`config.mk`:
```
export PLATFORM = sky130hd
export DESIGN_NAME = sram_ctrl_flat
export DESIGN_NICKNAME = d
export VERILOG_FILES = /design/src/rtl/sram_ctrl_if.sv /design/src/rtl/sram_ctrl.sv /design/src/flat_wrapper.sv
export SDC_FILE = /design/constraint.sdc
export NUM_CORES = 1
export LEC_CHECK = 0
export ABC_AREA = 1
export BUFFER_PORTS_ARGS = -buffer_cell sky130_fd_sc_hd__buf_2
export CORE_ASPECT_RATIO = 0.5
export CORE_MARGIN = 2
export CORE_UTILIZATION = 45
export DETAILED_ROUTE_END_ITERATION = 10
export GPL_TIMING_DRIVEN = 0
export MAX_ROUTING_LAYER = met4
export PLACE_DENSITY = 0.73
export SYNTH_ARGS = -nofsm -noshare
export SYNTH_HDL_FRONTEND = slang
export SYNTH_SLANG_ARGS = --single-unit
```
`constraint.sdc`:
```
create_clock -name clk -period 3.07 [get_ports clk]
set_input_delay 0.1535 -clock clk [delete_from_list [all_inputs] [get_ports clk]]
set_output_delay 0.1535 -clock clk [all_outputs]
set_load 0.01 [all_outputs]
```
`src/rtl/sram_ctrl_if.sv`:
```
`default_nettype none
// ============================================================================
// Module   : sram_ctrl_if
// Purpose  : Single-request bus between a master and the SRAM controller.
// Revision : 1.0  initial release
// ============================================================================
interface sram_ctrl_if;
  logic        req;
  logic        we;
  logic [1:0]  size;
  logic [18:0] addr;
  logic [31:0] wdata;
  logic        ready;
  logic [31:0] rdata;
  logic        err;

  modport master (output req, we, size, addr, wdata, input  ready, rdata, err);
  modport slave  (input  req, we, size, addr, wdata, output ready, rdata, err);
endinterface
`default_nettype wire

```
`src/rtl/sram_ctrl.sv`:
```
`default_nettype none
// ============================================================================
// Module   : sram_ctrl
// Purpose  : Splits 1/2/4-byte bus requests into timed little-endian byte
//            cycles on a 512K x 8 asynchronous SRAM. Optional alignment
//            checking is enabled with SRAM_CTRL_ALIGN_CHK_EN.
// Revision : 1.0  initial release
// ============================================================================
`ifndef IOR_DIR_OUT
`define IOR_DIR_OUT 1'b1
`endif
`ifndef IOR_DIR_IN
`define IOR_DIR_IN 1'b0
`endif

module sram_ctrl #(
  parameter int ACCESS_CYCLES  = 2,
  parameter int WR_HOLD_CYCLES = 1
) (
  input  logic        clk,
  input  logic        rstn,
  sram_ctrl_if.slave  bus,
  output logic        sram_ce_bar,
  output logic        sram_oe_bar,
  output logic        sram_we_bar,
  output logic        sram_data_dir,
  output logic [7:0]  sram_data_out,
  input  logic [7:0]  sram_data_in,
  output logic [18:0] sram_addr
);

  localparam logic [3:0] ACC_LAST  = 4'(ACCESS_CYCLES - 1);
  localparam logic [3:0] HOLD_LAST = 4'(WR_HOLD_CYCLES - 1);

  typedef enum logic [2:0] {
    S_IDLE, S_RD_ACC, S_WR_SETUP, S_WR_PULSE, S_WR_HOLD, S_DONE
  } state_t;

  state_t      state_q, state_d;
  logic [3:0]  cnt_q, cnt_d;
  logic [2:0]  k_q, k_d;
  logic [2:0]  n_q, n_d;
  logic        we_q, we_d;
  logic [18:0] base_q, base_d;
  logic [31:0] wdata_q, wdata_d;
  logic [31:0] rdata_q, rdata_d;
  logic        ready_q, ready_d;
  logic        err_q, err_d;
  logic        ce_q, ce_d, oe_q, oe_d, wbar_q, wbar_d, dir_q, dir_d;
  logic [7:0]  dout_q, dout_d;
  logic [18:0] addr_q, addr_d;
  logic [7:0]  wbyte;

  always_comb begin
    state_d = state_q;
    cnt_d   = cnt_q;
    k_d     = k_q;
    n_d     = n_q;
    we_d    = we_q;
    base_d  = base_q;
    wdata_d = wdata_q;
    rdata_d = rdata_q;
    err_d   = 1'b0;

    case (state_q)
      S_IDLE: begin
        if (bus.req) begin
          we_d    = bus.we;
          base_d  = bus.addr;
          wdata_d = bus.wdata;
          rdata_d = 32'd0;
          k_d     = 3'd0;
          cnt_d   = 4'd0;
          case (bus.size)
            2'd0:    n_d = 3'd1;
            2'd1:    n_d = 3'd2;
            default: n_d = 3'd4;
          endcase
`ifdef SRAM_CTRL_ALIGN_CHK_EN
          if ((bus.size == 2'd1 && bus.addr[0]) ||
              (bus.size[1] && bus.addr[1:0] != 2'd0)) begin
            state_d = S_DONE;
            err_d   = 1'b1;
          end else
`endif
          if (bus.we) state_d = S_WR_SETUP;
          else        state_d = S_RD_ACC;
        end
      end
      S_RD_ACC: begin
        if (cnt_q == ACC_LAST) begin
          case (k_q[1:0])
            2'd0: rdata_d[7:0]   = sram_data_in;
            2'd1: rdata_d[15:8]  = sram_data_in;
            2'd2: rdata_d[23:16] = sram_data_in;
            default: rdata_d[31:24] = sram_data_in;
          endcase
          cnt_d = 4'd0;
          k_d   = k_q + 3'd1;
          if (k_d == n_q) state_d = S_DONE;
        end else begin
          cnt_d = cnt_q + 4'd1;
        end
      end
      S_WR_SETUP: begin
        cnt_d   = 4'd0;
        state_d = S_WR_PULSE;
      end
      S_WR_PULSE: begin
        if (cnt_q == ACC_LAST) begin
          cnt_d   = 4'd0;
          state_d = S_WR_HOLD;
        end else begin
          cnt_d = cnt_q + 4'd1;
        end
      end
      S_WR_HOLD: begin
        if (cnt_q == HOLD_LAST) begin
          cnt_d   = 4'd0;
          k_d     = k_q + 3'd1;
          state_d = (k_d == n_q) ? S_DONE : S_WR_SETUP;
        end else begin
          cnt_d = cnt_q + 4'd1;
        end
      end
      S_DONE:  state_d = S_IDLE;
      default: state_d = S_IDLE;
    endcase

    // Pad-side signals are registered from the next state so strobes are glitch-free.
    case (k_d[1:0])
      2'd0:    wbyte = wdata_d[7:0];
      2'd1:    wbyte = wdata_d[15:8];
      2'd2:    wbyte = wdata_d[23:16];
      default: wbyte = wdata_d[31:24];
    endcase
    ready_d = (state_d == S_DONE);
    ce_d    = (state_d == S_IDLE) || (state_d == S_DONE);
    oe_d    = (state_d != S_RD_ACC);
    wbar_d  = (state_d != S_WR_PULSE);
    dir_d   = (state_d inside {S_WR_SETUP, S_WR_PULSE, S_WR_HOLD}) ? `IOR_DIR_OUT : `IOR_DIR_IN;
    addr_d  = (state_d == S_RD_ACC || state_d == S_WR_SETUP) ? (base_d + {16'd0, k_d}) : addr_q;
    dout_d  = (state_d == S_WR_SETUP) ? wbyte : dout_q;
  end

  always_ff @(posedge clk or negedge rstn) begin
    if (!rstn) begin
      state_q <= S_IDLE;
      cnt_q   <= 4'd0;
      k_q     <= 3'd0;
      n_q     <= 3'd0;
      we_q    <= 1'b0;
      base_q  <= 19'd0;
      wdata_q <= 32'd0;
      rdata_q <= 32'd0;
      ready_q <= 1'b0;
      err_q   <= 1'b0;
      ce_q    <= 1'b1;
      oe_q    <= 1'b1;
      wbar_q  <= 1'b1;
      dir_q   <= `IOR_DIR_IN;
      dout_q  <= 8'd0;
      addr_q  <= 19'd0;
    end else begin
      state_q <= state_d;
      cnt_q   <= cnt_d;
      k_q     <= k_d;
      n_q     <= n_d;
      we_q    <= we_d;
      base_q  <= base_d;
      wdata_q <= wdata_d;
      rdata_q <= rdata_d;
      ready_q <= ready_d;
      err_q   <= err_d;
      ce_q    <= ce_d;
      oe_q    <= oe_d;
      wbar_q  <= wbar_d;
      dir_q   <= dir_d;
      dout_q  <= dout_d;
      addr_q  <= addr_d;
    end
  end

  assign bus.ready     = ready_q;
  assign bus.rdata     = rdata_q;
  assign bus.err       = err_q;
  assign sram_ce_bar   = ce_q;
  assign sram_oe_bar   = oe_q;
  assign sram_we_bar   = wbar_q;
  assign sram_data_dir = dir_q;
  assign sram_data_out = dout_q;
  assign sram_addr     = addr_q;

endmodule
`default_nettype wire

```
`src/flat_wrapper.sv`:
```
// flat-port wrapper written by rule: the top's interface ports become plain ports
module sram_ctrl_flat 
#(
  parameter int ACCESS_CYCLES  = 2,
  parameter int WR_HOLD_CYCLES = 1
)
  (clk, rstn, sram_ce_bar, sram_oe_bar, sram_we_bar, sram_data_dir, sram_data_out, sram_data_in, sram_addr, bus_req, bus_we, bus_size, bus_addr, bus_wdata, bus_ready, bus_rdata, bus_err);
  sram_ctrl_if bus_i ();
  input  logic clk;
  input  logic rstn;
  output logic sram_ce_bar;
  output logic sram_oe_bar;
  output logic sram_we_bar;
  output logic sram_data_dir;
  output logic [7:0] sram_data_out;
  input  logic [7:0] sram_data_in;
  output logic [18:0] sram_addr;
  input wire logic [$bits(bus_i.req)-1:0] bus_req;
  input wire logic [$bits(bus_i.we)-1:0] bus_we;
  input wire logic [$bits(bus_i.size)-1:0] bus_size;
  input wire logic [$bits(bus_i.addr)-1:0] bus_addr;
  input wire logic [$bits(bus_i.wdata)-1:0] bus_wdata;
  output wire logic [$bits(bus_i.ready)-1:0] bus_ready;
  output wire logic [$bits(bus_i.rdata)-1:0] bus_rdata;
  output wire logic [$bits(bus_i.err)-1:0] bus_err;
  assign bus_i.req = bus_req;
  assign bus_i.we = bus_we;
  assign bus_i.size = bus_size;
  assign bus_i.addr = bus_addr;
  assign bus_i.wdata = bus_wdata;
  assign bus_ready = bus_i.ready;
  assign bus_rdata = bus_i.rdata;
  assign bus_err = bus_i.err;
  sram_ctrl #(.ACCESS_CYCLES(ACCESS_CYCLES), .WR_HOLD_CYCLES(WR_HOLD_CYCLES)) u_core (.clk(clk), .rstn(rstn), .bus(bus_i), .sram_ce_bar(sram_ce_bar), .sram_oe_bar(sram_oe_bar), .sram_we_bar(sram_we_bar), .sram_data_dir(sram_data_dir), .sram_data_out(sram_data_out), .sram_data_in(sram_data_in), .sram_addr(sram_addr));
endmodule
```
; After elaboration in Yosys (flattened, before gate mapping)
; Cells that the tools add are included.
[word_totals]
reg_bits = 128
latch_bits = 0
mem_bits_rw = 0
romBits = 0
inputBits = 65
out_inout_bits = 65
wordCells = 93
memories = 0
[classes]
addsub = 3
mul = 0
n_div = 0
order_cmp = 0
n_eq_ne = 24
n_shift = 0
muxes = 30
bitwise = 0
n_reduce_logical = 19
[op_table]
columns = operator, n
row1 = 32-bit 2-to-1 mux, 4
row2 = 32-bit case mux with 2 select lines, 1
row3 = 19-bit 2-to-1 mux, 2
row4 = 8-bit 2-to-1 mux, 4
row5 = 3-bit 2-to-1 mux, 9
row6 = 8-bit case mux with 3 select lines, 1
row7 = 19-bit by 3-bit adder with 19-bit output, 1
row8 = 4-bit case mux with 4 select lines, 1
row9 = 4-bit AND reduction, 4
row10 = 3-bit case mux with 5 select lines, 1
row11 = 3-bit by 2-bit == test with 1-bit output (second input constant), 4
row12 = 4-bit 2-to-1 mux, 3
row13 = 2-bit inequality test (second input constant), 5
row14 = 3-bit == test (second input constant), 3
row15 = 3-bit case mux with 3 select lines, 1
row16 = 2-bit by 1-bit == test with 1-bit output (second input constant), 3
row17 = 3-bit by 1-bit == test with 1-bit output (second input constant), 2
row18 = 2-bit zero test, 3
row19 = 3-bit zero test, 2
row20 = 3-bit case mux with 2 select lines, 1
row21 = 4-bit by 1-bit adder with 4-bit output (second input constant), 1
row22 = 2-bit == test (second input constant), 2
row23 = 4-bit by 1-bit == test with 1-bit output (second input constant), 1
row24 = 4-bit zero test, 1
row25 = 14 further kinds, 16

; Depth between registers and ports, before layout
; Gate-level depths: netlist of run 1.
[logic_depth]
word_depth = 8
mapped_depth = 20

; Worst setup path after synthesis of run 1
; Ideal clock, no wire load.
[synth_timing]
path_kind = register -> register
start = register u_core.state_q[0]
end = register u_core.addr_q[15], in the netlist u_core.sram_addr[15]
setup_time_ns = 0.117
arrival_time_ns = 2.518
required_ns = 2.953
path_slack_ns = 0.435
path_stages_with_launch = 21
synth_period_minus_slack_ns = 2.635
path_cell_list = dfrtp_1 > inv_4 > nand2_4 > nor2_4 > nand2_4 > buf_6 > buf_4 > buf_2 > buf_2 > nand2_1 > nand2_1 > ha_1 > inv_1 > nor2_1 > nand2_2 > a21oi_4 > nand2_1 > nand2_1 > nand2_1 > nand2_1 > nand2_1
[synth_rtl]
columns = item, line_no
row1 = start: declaration, sram_ctrl.sv:39  ; state_t state_q, state_d;
row2 = start signal: assignment, sram_ctrl.sv:165  ; state_q <= state_d;
row3 = 3-bit zero test, sram_ctrl.sv:65  ; case (state_q)
row4 = 19-bit 2-to-1 mux, sram_ctrl.sv:65
row5 = net u_core.base_d[2], sram_ctrl.sv:44  ; logic [18:0] base_q, base_d;
row6 = 19-bit by 3-bit adder with 19-bit output, sram_ctrl.sv:142  ; addr_d = (state_d == S_RD_ACC || state_d == S_WR_SETUP) ? (base_d + {16'd0, k_d}) : addr_q;
row7 = end signal: assignment, sram_ctrl.sv:180  ; addr_q <= addr_d;
row8 = end: declaration, sram_ctrl.sv:51  ; logic [18:0] addr_q, addr_d;
; The timed path passes the listed nets, and every way through them passes these cells.
; A chain may end at the register's enable or synchronous reset.

; Worst setup path after layout of run 1
[layout_timing]
start = register u_core.state_q[2]
end = register u_core.addr_q[6], in the netlist u_core.sram_addr[6]
[layout_rtl]
columns = item, line_no
row1 = 3-bit == test (tied with other cells), sram_ctrl.sv:65
row2 = 3-bit case mux with 3 select lines (*), sram_ctrl.sv:65
row3 = net u_core.k_d[0], sram_ctrl.sv:41  ; logic [2:0] k_q, k_d;
row4 = 19-bit by 3-bit adder with 19-bit output (*), sram_ctrl.sv:142
; Mark *: on every way through the listed nets, which the timed path passes. The rest lies on a longest branch.

==> results of run 1 <==
-- flip-flops by register name (all words and copies together) (netlist names), 3 cells and up --
name and flops:
u_core.state_q 3, u_core.base_q 19, u_core.sram_data_out 8, u_core.k_q 3, u_core.n_q 3, u_core.sram_addr 19, u_core.wdata_q 32, u_core.bus.rdata 32
u_core.cnt_q 4
-- worst min path at each step --
stage                  start                    to  slack [ns]  cells past startpoint
5_1_grt         bus_wdata[5]     u_core.wdata_q[5]       0.008                      3
3_5_place_dp            rstn  u_core.bus.rdata[28]        0.23                      1
6_report       bus_wdata[20]    u_core.wdata_q[20]       0.001                      3
4_1_cts        bus_wdata[20]    u_core.wdata_q[20]       0.007                      3
3_3_place_gp     bus_size[1]         u_core.n_q[0]        0.36                      2
2_1_floorplan           rstn      u_core.base_q[0]       -0.14                      0
-- critical path, stage by stage (launching register included) --
cell     delay (ns)
dfrtp_1        0.49
nor3_4         0.39
inv_2          0.18
o21ai_2        0.19
nor2_2         0.09
nor2_4         0.27
ha_1           0.22
ha_1           0.14
inv_1          0.05
nand2_2        0.10
nand2_1        0.11
a21oi_2        0.23
xor2_1         0.18
o21ai_1        0.07
-- per-layer routing --
layer	vias to the layer above	wire length, µm	global-route usage [%]
met1	2570	7150	30.1
li1	2650	-	-
met3	25	794	4.00
met4	0	193	6.45
met2	183	7220	36.1
met5	-	0	-
-- metrics by stage --
| step | utilization, % | total power, W | setup WS [ns] | hold slack [ns] | cells |
|---|---|---|---|---|---|
| 6_report | 58.9 | 0.00945 | 0.239 | 0.00131 | 1081 |
| 3_3_place_gp | 52.2 | 0.00739 | 0.0477 | 0.364 | 1020 |
| 5_1_grt | 58.9 | 0.0102 | 0.0352 | 0.00786 | 1081 |
| 2_1_floorplan | - | 0.00614 | 0.435 | -0.142 | 716 |
| 4_1_cts | 58.9 | 0.00951 | 0.0826 | 0.00704 | 1083 |
| 3_5_place_dp | 52.5 | 0.00750 | 0.00764 | 0.235 | 1021 |
-- cells in the final DEF (no fill, tap or decap), types with 6 or more instances in the layout --
cell type and n:
inv_1 65, nor2_1 23, buf_2 135, nand2_4 7
a21oi_1 6, xor2_1 8, nand2_2 13, o21ai_2 13
nand2_1 238, o21ai_0 44, dfrtp_1 125, nand4_1 8
clkbuf_16 17, o31ai_1 6, inv_2 8, o21ai_1 16
ha_1 10, nand3_1 59, nor2_2 8, dlygate4sd3_1 30
clkbuf_1 6
-- final cells by class --
cell class	instances	area, µm²	share of cell area [%]
sequential	128	3210	40.4
multi-input combinational	491	2550	32.1
timing repair buffer	160	982	12.4
clock buffer	20	457	5.76
inverter	74	280	3.53
tap	176	220	2.78
buffer	20	131	1.66
clock inverter	12	110	1.39
-- cells by family (layout without fill, tap and decap cells) --
family          after synthesis  after routing
mux                           1              1
xor+xnor                     10             10
fa+ha+maj                    10             10
simple gates                373            373
buf+inv                      97            286
compound gates               96             96
other cells                   1              1
flops                       128            128
-- where the power goes --
group	internal (W)	switching [W]
sequential	0.00247	0.000351
clock	0.00116	0.000762
combinational	0.00162	0.00309
total	0.00525	0.00420
-- Yosys cell counts, drive strengths merged --
| cell | number | share of area [%] |
|---|---|---|
| nand2 | 258 | 17 |
| dfrtp | 125 | 51 |
| inv | 74 | 4.5 |
| o21ai | 74 | 7.0 |
| nand3 | 63 | 5.5 |
| nor2 | 37 | 3.4 |
| buf | 17 | 2.0 |
| ha | 10 | 2.0 |
| nand4 | 9 | 1.0 |
| a21oi | 8 | 0.89 |
| xor2 | 8 | 1.1 |
| clkbuf | 6 | 0.36 |
| o31ai | 6 | 0.73 |
| dfstp | 3 | 1.3 |
| or2 | 3 | 0.30 |
| a22o | 2 | 0.28 |
| nor3 | 2 | 0.53 |
| o21a | 2 | 0.24 |
| xnor2 | 2 | 0.28 |
| a211oi | 1 | 0.12 |
| a31oi | 1 | 0.10 |
| and3 | 1 | 0.10 |
| conb | 1 | 0.061 |
| mux2i | 1 | 0.16 |
| o211ai | 1 | 0.12 |
| o22ai | 1 | 0.10 |
-- timing repair --
item,in CTS,in global routing
setup endpoints to repair,3,10
cloned,0,0
hold endpoints to repair,98,0
hold buffers,30,0
pin swaps,1,0
setup buffers,1,0
==> impl_metrics.tcl, run 1 <==
set metrics [dict create \
    r2r-end "u_core.sram_addr[6]" \
    die_y_um 86.9 \
    grt_max_degree 75 \
    nets 967 \
    p_per_area_nw_per_um2 1190 \
    synth-compound-area-share_pct 9.56 \
    finalWeightedCongestion 0.893 \
    min_period_over_period_pct 92.2 \
    yosysSeqAreaShare_pct 51.9 \
    crit_type "register to register" \
    synth-xor-area-share_pct 1.42 \
    clk_pin_slew_ns 0.06 \
    antenna_cells 0 \
    max-vdd-ir-drop_v 0.000496 \
    synth_fa_ha_area_share_pct 2.03 \
    clockBufferDepth 2 \
    fp-row-count 30 \
    ios 130 \
    syn-num-nets 791 \
    drv_slew 0 \
    final_antenna_net_count 0 \
    syn_area_um2 6180 \
    synthSimpleGateAreaFrac_pct 28.0 \
    fp.coreArea_um2 13500 \
    grt_pass1_vias 5142 \
    drive_above_1_share_pct 27.3 \
    cts_buffers 17 \
    critPathRequiredTime_ns 3.36 \
    track_usage_pct 22.6 \
    avgSynthCellArea_um2 8.63 \
    dr.pass1.iters 5 \
    fmax_mhz 353 \
    ys_types 45 \
    die_w_um 170 \
    portBuffers 128 \
    wl_per_cell_um 14.2 \
    antenna_found_initial 0 \
    h-tree-depth 4 \
    place_hpwl_um 10900 \
    critPathCapture "u_core.sram_addr[6]" \
    cts-root-buf "clkbuf_16" \
    clock_latency_ns 0.41 \
    end_kind "register" \
    initial_core_util_pct 45.8 \
    min_period_ns 2.83 \
    worstHoldPathType "input pin to register" \
    drt_iter0_drc 386 \
    stdcell_area_um2 7930 \
    setup_viol 0 \
    rrSetupSlack_ns 0.24 \
    synth_top_family_by_area "simple AND/OR/NAND/NOR gates" \
    leakage_nw 4.21 \
    dieArea_um2 14700 \
    dpl-instance-area_um2 7070 \
    overflow 0 \
    rr_worst_depth 13 \
    finalHoldViolations 0 \
    cts_tree "done" \
    cts_resized 0 \
    status "finished, final reports clean" \
    cp_max_fo 11 \
    fin_worst_skew_ns 0.00848 \
    yosysWarnings 0 \
    drv_cap 0 \
    drc 0 \
    worst_slew_pin_slew_ns 0.703 \
    ys_ff_latch 128 \
    drt-vias-per-instance 5.02 \
    relSlewSlack_pct 53.1 \
    start_kind "register" \
    wirelength_um 15400 \
    grt_pass1_wl_um 25400 \
    synthMuxAreaShare_pct 0.162 \
    vias 5428 \
    rsz0062_at_grt "false" \
    syn_inst 716 \
    nFillCells 1206 \
    area_delta_synth_final_pct 28.4 \
    arrival_ns 3.12 \
    r2r-start "u_core.state_q[2]" \
    worstSetupStartpoint "u_core.state_q[2]" \
    setup_tns_ns 0 \
    cts_sinks 128 \
]
No activity file was read; power rests on OpenSTA's default activity.
==> run 2, diff against run 1 <==
Settings changed: CORE_ASPECT_RATIO 0.5 to 1.75.
Clock period 3.07 ns to 2.8 ns, I/O delays scaled along.
==> run 2 against run 1 <==
Against the previous run: first-iteration DRC count down 22%; power up 13%; global-route usage up 0.86 points; cell count up 1.0%; flip-flop and latch count unchanged; utilization up 1.7 points; via count up 1.0%; sequential share of layout area down 0.83 points; clock power up 9.9%.
==> impl_metrics.tcl, run 2 (same netlist as run 1, synthesis figures left out) <==
set metrics [dict create \
    end_kind "register" \
    portBuffers 128 \
    wl_met3_um 725 \
    crit_type "register to register" \
    hold_path_depth 3 \
    rrSetupSlack_ns 0.16 \
    arrival_ns 2.95 \
    min_period_over_period_pct 94.5 \
    fp-row-count 56 \
    leakage_nw 4.28 \
    place_hpwl_um 11500 \
    finalHoldViolations 0 \
    dr.max_layer_used "met4" \
    drc 0 \
    drt-met1-wl_um 6210 \
    p_sw_share_pct 44.5 \
    cts-root-buf "clkbuf_16" \
    die_w_um 92.6 \
    start_kind "register" \
    final_common_cell "nand2_1" \
    worstHoldPathType "input pin to register" \
    setup_viol 0 \
    worst_slew_pin_slew_ns 0.540 \
    power_w 0.0106 \
    fin_worst_skew_ns 0.00647 \
    clk_pin_slew_ns 0.06 \
    cp_max_fo 7 \
    drt_iter0_drc 303 \
    final_antenna_net_count 0 \
    hold_end "u_core.base_q[18]" \
    placed_cells 1019 \
    p_int_w 0.00590 \
    pwr-share-seq_pct 29.1 \
    min_period_ns 2.64 \
    cts_sinks 128 \
    antenna_found_initial 0 \
    fin_cells 1092 \
    cts_tree "done" \
    wl_per_cell_um 14.9 \
    area_delta_synth_final_pct 31.3 \
    relSlewSlack_pct 63.8 \
    status "finished, final reports clean" \
    drv_slew 0 \
    drt-vias-per-instance 5.02 \
    finalWeightedCongestion 0.887 \
    vias 5484 \
    fmax_mhz 378 \
    initial_core_util_pct 46.2 \
    layout_common_cells "nand2_1 (236), buf_2 (135), dfrtp_1 (122), inv_1 (64), nand3_1 (59)" \
    min_from "bus_addr[18]" \
    dieArea_um2 14700 \
    wirelength_um 16300 \
    h-tree-depth 4 \
    track_usage_pct 23.5 \
    dr.pass1.iters 4 \
    cts_buffers 17 \
    p_per_area_nw_per_um2 1310 \
    clkPwrFrac_pct 19.8 \
    grt_pass1_wl_um 26400 \
    r2r-end "u_core.sram_addr[17]" \
    route.met2.wl_um 8730 \
    critPathRequiredTime_ns 3.10 \
    die_y_um 159 \
    grt_max_degree 101 \
    fp.coreArea_um2 13400 \
    clockBufferDepth 2 \
    r2r-start "u_core.cnt_q[1]" \
    grt_pass1_vias 5488 \
    nets 980 \
    rsz0062_at_grt "false" \
    ios 130 \
    antenna_cells 0 \
    rr_worst_depth 14 \
    drv_cap 0 \
    drive_above_1_share_pct 28.6 \
    max-vdd-ir-drop_v 0.000700 \
    share_comb_of_total_power_pct 51.1 \
    switching_power_w 0.00474 \
    clock_latency_ns 0.41 \
    overflow 0 \
]
==> run 2: area by class of cell <==
type / instances / area [µm²]
clock inverter: 14 / 129
inverter: 74 / 280
clock buffer: 18 / 439
buffer: 19 / 124
tap: 174 / 218
multi-input combinational: 491 / 2610
sequential: 128 / 3210
fill: 1190 / 5270
timing repair buffer: 174 / 1100
==> run 2: worst max-delay path: stages, from the launching register on <==
cell	delay (ns)
dfrtp_1	0.41
inv_2	0.10
ha_4	0.15
nand2_2	0.11
nand2_1	0.12
nand4_1	0.21
a22o_1	0.32
ha_4	0.31
inv_1	0.05
nor2_1	0.15
nand2_2	0.10
a21oi_4	0.22
nand4_1	0.12
nand3_1	0.11
nand2_1	0.05
==> run 2: worst max path at each step <==
stage / endpoint / startpoint / slack, ns
global route: u_core.sram_addr[15] / u_core.cnt_q[0] / 0.002
floorplan: u_core.sram_addr[15] / u_core.state_q[0] / 0.17
finish: u_core.sram_addr[17] / u_core.cnt_q[1] / 0.16
global placement: u_core.sram_addr[6] / u_core.state_q[0] / -0.20
detailed placement: u_core.sram_addr[6] / u_core.state_q[0] / -0.27
CTS: u_core.sram_addr[17] / u_core.state_q[1] / 0.04
==> run 2: power groups by stage <==
stage	clock network (W)	registers [W]	logic, W
finish	0.00211	0.00309	0.00543
global route	0.00225	0.00317	0.00608
CTS	0.00215	0.00308	0.00529
detailed placement	0	0.00311	0.00513
global placement	0	0.00309	0.00502
floorplan	0	0.00325	0.00347
==> run 2: through the flow <==
step	hold slack, ns	setup TNS [ns]	instance area [µm²]	setup WS (ns)	util (%)
finish	0.00683	0	8110	0.155	60.6
global route	0.0139	0	8110	0.00227	60.6
CTS	0.00435	0	8040	0.0437	60.1
detailed placement	0.0312	-2.48	7070	-0.270	52.8
global placement	0.350	-16.67	7040	-0.205	52.6
floorplan	-0.156	0	6180	0.165	-
==> run 2: timing repair <==
| action | in CTS | in global routing |
|---|---|---|
| pin swaps | 3 | 4 |
| buffers inserted | 4 | 4 |
| endpoints found under the hold margin | 64 | 0 |
| hold buffers | 37 | 0 |
| resized for setup | 1 | 13 |
| endpoints found under the setup margin | 16 | 12 |
| cloned | 0 | 0 |
==> run 2: per-layer routing <==
layer / GRT usage (%) / up-vias
met5: - / -
met4: 10.2 / 0
met3: 4.02 / 43
met2: 41.0 / 170
met1: 26.0 / 2601
li1: - / 2670
==> run 3, diff against run 2 <==
--- a/config.mk
+++ b/config.mk
@@ -7,7 +7,7 @@
 export LEC_CHECK = 0
 export ABC_AREA = 1
+export ABC_CLOCK_PERIOD_IN_PS = 2800
 export BUFFER_PORTS_ARGS = -buffer_cell sky130_fd_sc_hd__buf_2
 export CORE_ASPECT_RATIO = 1.75
-export CORE_MARGIN = 2
 export CORE_UTILIZATION = 45
 export DETAILED_ROUTE_END_ITERATION = 10
==> constraint.sdc (replaced) <==
create_clock -name clk -period 2.8 [get_ports clk]
set_input_delay 0.42 -clock clk [delete_from_list [all_inputs] [get_ports clk]]
set_output_delay 0.42 -clock clk [all_outputs]
set_load 0.01 [all_outputs]
==> run 3 against run 2 <==
Against the previous run: the flow now finishes with violations (negative hold slack); hold slack lost 0.020 ns; clock-buffer cell count grew 1; fmax grew 1.0%; via count shrank 3.8%; die area shrank 3.4%; utilization shrank 2.1 points; cell count shrank 3.6%; global-route usage grew 0.23 points; critical endpoint is now u_core.sram_addr[6]; sequential power is essentially flat; clock power grew 21%; sequential share of layout area grew 1.4 points; register-to-register slack gained 0.03 ns.
==> impl_metrics.tcl, run 3 (same netlist as run 1, synthesis figures left out) <==
set metrics [dict create \
    critPathCapture "u_core.sram_addr[6]" \
    drt_iter0_drc 244 \
    layout_common_cells "nand2_1 (236), buf_2 (135), dfrtp_1 (122), inv_1 (64), nand3_1 (59)" \
    min_period_ns 2.62 \
    pwr-share-seq_pct 28.3 \
    cts_buffers 17 \
    fp.coreArea_um2 13400 \
    cts_tree "done" \
    finalWeightedCongestion 0.893 \
    relSlewSlack_pct 59.2 \
    p_int_w 0.00629 \
    fmax_mhz 382 \
    fin_ws_ns 0.181 \
    wl_per_cell_um 14.8 \
    ios 130 \
    place_hpwl_um 11400 \
    die_y_um 157 \
    min_period_over_period_pct 93.5 \
    overflow 0 \
    dieArea_um2 14200 \
    place_ws_ns -0.252 \
    crit_type "register to register" \
    critPathRequiredTime_ns 3.10 \
    vias 5277 \
    clock_latency_ns 0.42 \
    dr.pass1.iters 5 \
    grt_max_degree 67 \
    p_per_area_nw_per_um2 1400 \
    nFillCells 1209 \
    grt_pass1_vias 5279 \
    h-tree-depth 4 \
    clk_pin_slew_ns 0.06 \
    drv_cap 0 \
    final_common_cell "nand2_1" \
    arrival_ns 2.92 \
    max-vdd-ir-drop_v 0.000815 \
    end_kind "register" \
    setup_viol 0 \
    power_w 0.0109 \
    track_usage_pct 23.7 \
    p_sw_share_pct 42.5 \
    drive_above_1_share_pct 29.7 \
    cts_sinks 128 \
    initial_core_util_pct 46.2 \
    r2r-start "u_core.k_q[1]" \
    clockBufferDepth 2 \
    die_w_um 90.6 \
    rsz0062_at_grt "true" \
    worstHoldPathType "input pin to async pin" \
    antenna_found_initial 1 \
    nets 941 \
    share_comb_of_total_power_pct 48.3 \
    worstSetupStartpoint "u_core.k_q[1]" \
    r2r-end "u_core.sram_addr[6]" \
    final_antenna_net_count 0 \
    drt-vias-per-instance 5.01 \
    switching_power_w 0.00465 \
    wirelength_um 15600 \
    clkPwrFrac_pct 23.3 \
    rr_worst_depth 16 \
    cts-root-buf "clkbuf_16" \
    grt_pass1_wl_um 25300 \
    worst_slew_pin_slew_ns 0.612 \
    finalHoldViolations 7 \
    rrSetupSlack_ns 0.18 \
    status "finished with violations" \
    portBuffers 128 \
    area_delta_synth_final_pct 26.7 \
    start_kind "register" \
    fp-row-count 56 \
    drv_slew 0 \
    hold_slack_ns -0.0132 \
    violations "negative hold slack" \
    cp_max_fo 5 \
    fin_worst_skew_ns 0.00856 \
    drc 0 \
    leakage_nw 4.16 \
]
## run 3: worst max-delay path: stages (launching register included)
cell,delay (ns)
dfrtp_1,0.41
inv_1,0.11
ha_1,0.32
inv_1,0.09
nand3_1,0.07
nand3_1,0.13
nand4_4,0.16
nand2_2,0.14
nand2_1,0.06
inv_1,0.05
ha_1,0.13
inv_1,0.07
nand2_2,0.09
nand2_1,0.12
a21oi_2,0.24
xor2_1,0.22
o21ai_1,0.08
## run 3: worst min-delay path by stage
stage                                 to  cells after the start  slack, ns                from
finish              u_core.bus.rdata[24]                      1      -0.01                rstn
global route        u_core.bus.rdata[24]                      1       0.03                rstn
CTS                 u_core.bus.rdata[24]                      1      0.005                rstn
detailed placement  u_core.bus.rdata[24]                      1       0.44                rstn
global placement      u_core.wdata_q[19]                      2       0.45  u_core.wdata_q[19]
floorplan               u_core.base_q[0]                      0       0.12                rstn
## run 3: power groups by stage
stage	sequential [W]	combinational, W	clock [W]
2_1_floorplan	0.00325	0.00347	0
3_3_place_gp	0.00310	0.00500	0
3_5_place_dp	0.00312	0.00509	0
4_1_cts	0.00309	0.00521	0.00258
5_1_grt	0.00318	0.00597	0.00267
6_report	0.00310	0.00529	0.00255
## run 3: layout make-up
cell class / count / area (µm²) / area share (%)
antenna: 1 / 2.50 / 0.0320
buffer: 19 / 124 / 1.58
clock buffer: 19 / 453 / 5.78
clock inverter: 12 / 230 / 2.94
inverter: 74 / 282 / 3.60
multi-input combinational: 491 / 2590 / 33.1
sequential: 128 / 3210 / 41.0
tap: 174 / 218 / 2.78
timing repair buffer: 135 / 719 / 9.19
## run 3: repair_timing
action                                  4_1_cts  5_1_grt
pin swaps                                     1        4
hold buffers                                  0        0
buffers inserted                              4        2
endpoints found under the setup margin       16       15
resized for setup                             0       14
## run 3: metrics by stage
| step | hold WS (ns) | setup TNS [ns] | util [%] | instances | cell area (µm²) |
|---|---|---|---|---|---|
| finish | -0.0132 | 0 | 58.5 | 1053 | 7830 |
| global route | 0.0343 | -0.0223 | 58.5 | 1053 | 7830 |
| CTS | 0.00519 | 0 | 58.1 | 1051 | 7770 |
| detailed placement | 0.441 | -2.44 | 52.8 | 1019 | 7070 |
| global placement | 0.454 | -53.40 | 52.6 | 1018 | 7040 |
| floorplan | 0.124 | 0 | - | 716 | 6180 |
## run 3: metal layers
metal,vias up,track usage (%),part of all wire (%)
met4,0,9.91,3.1
met3,32,5.75,4.7
met5,-,-,0
met1,2482,25.0,39
met2,165,42.1,54
li1,2598,-,-
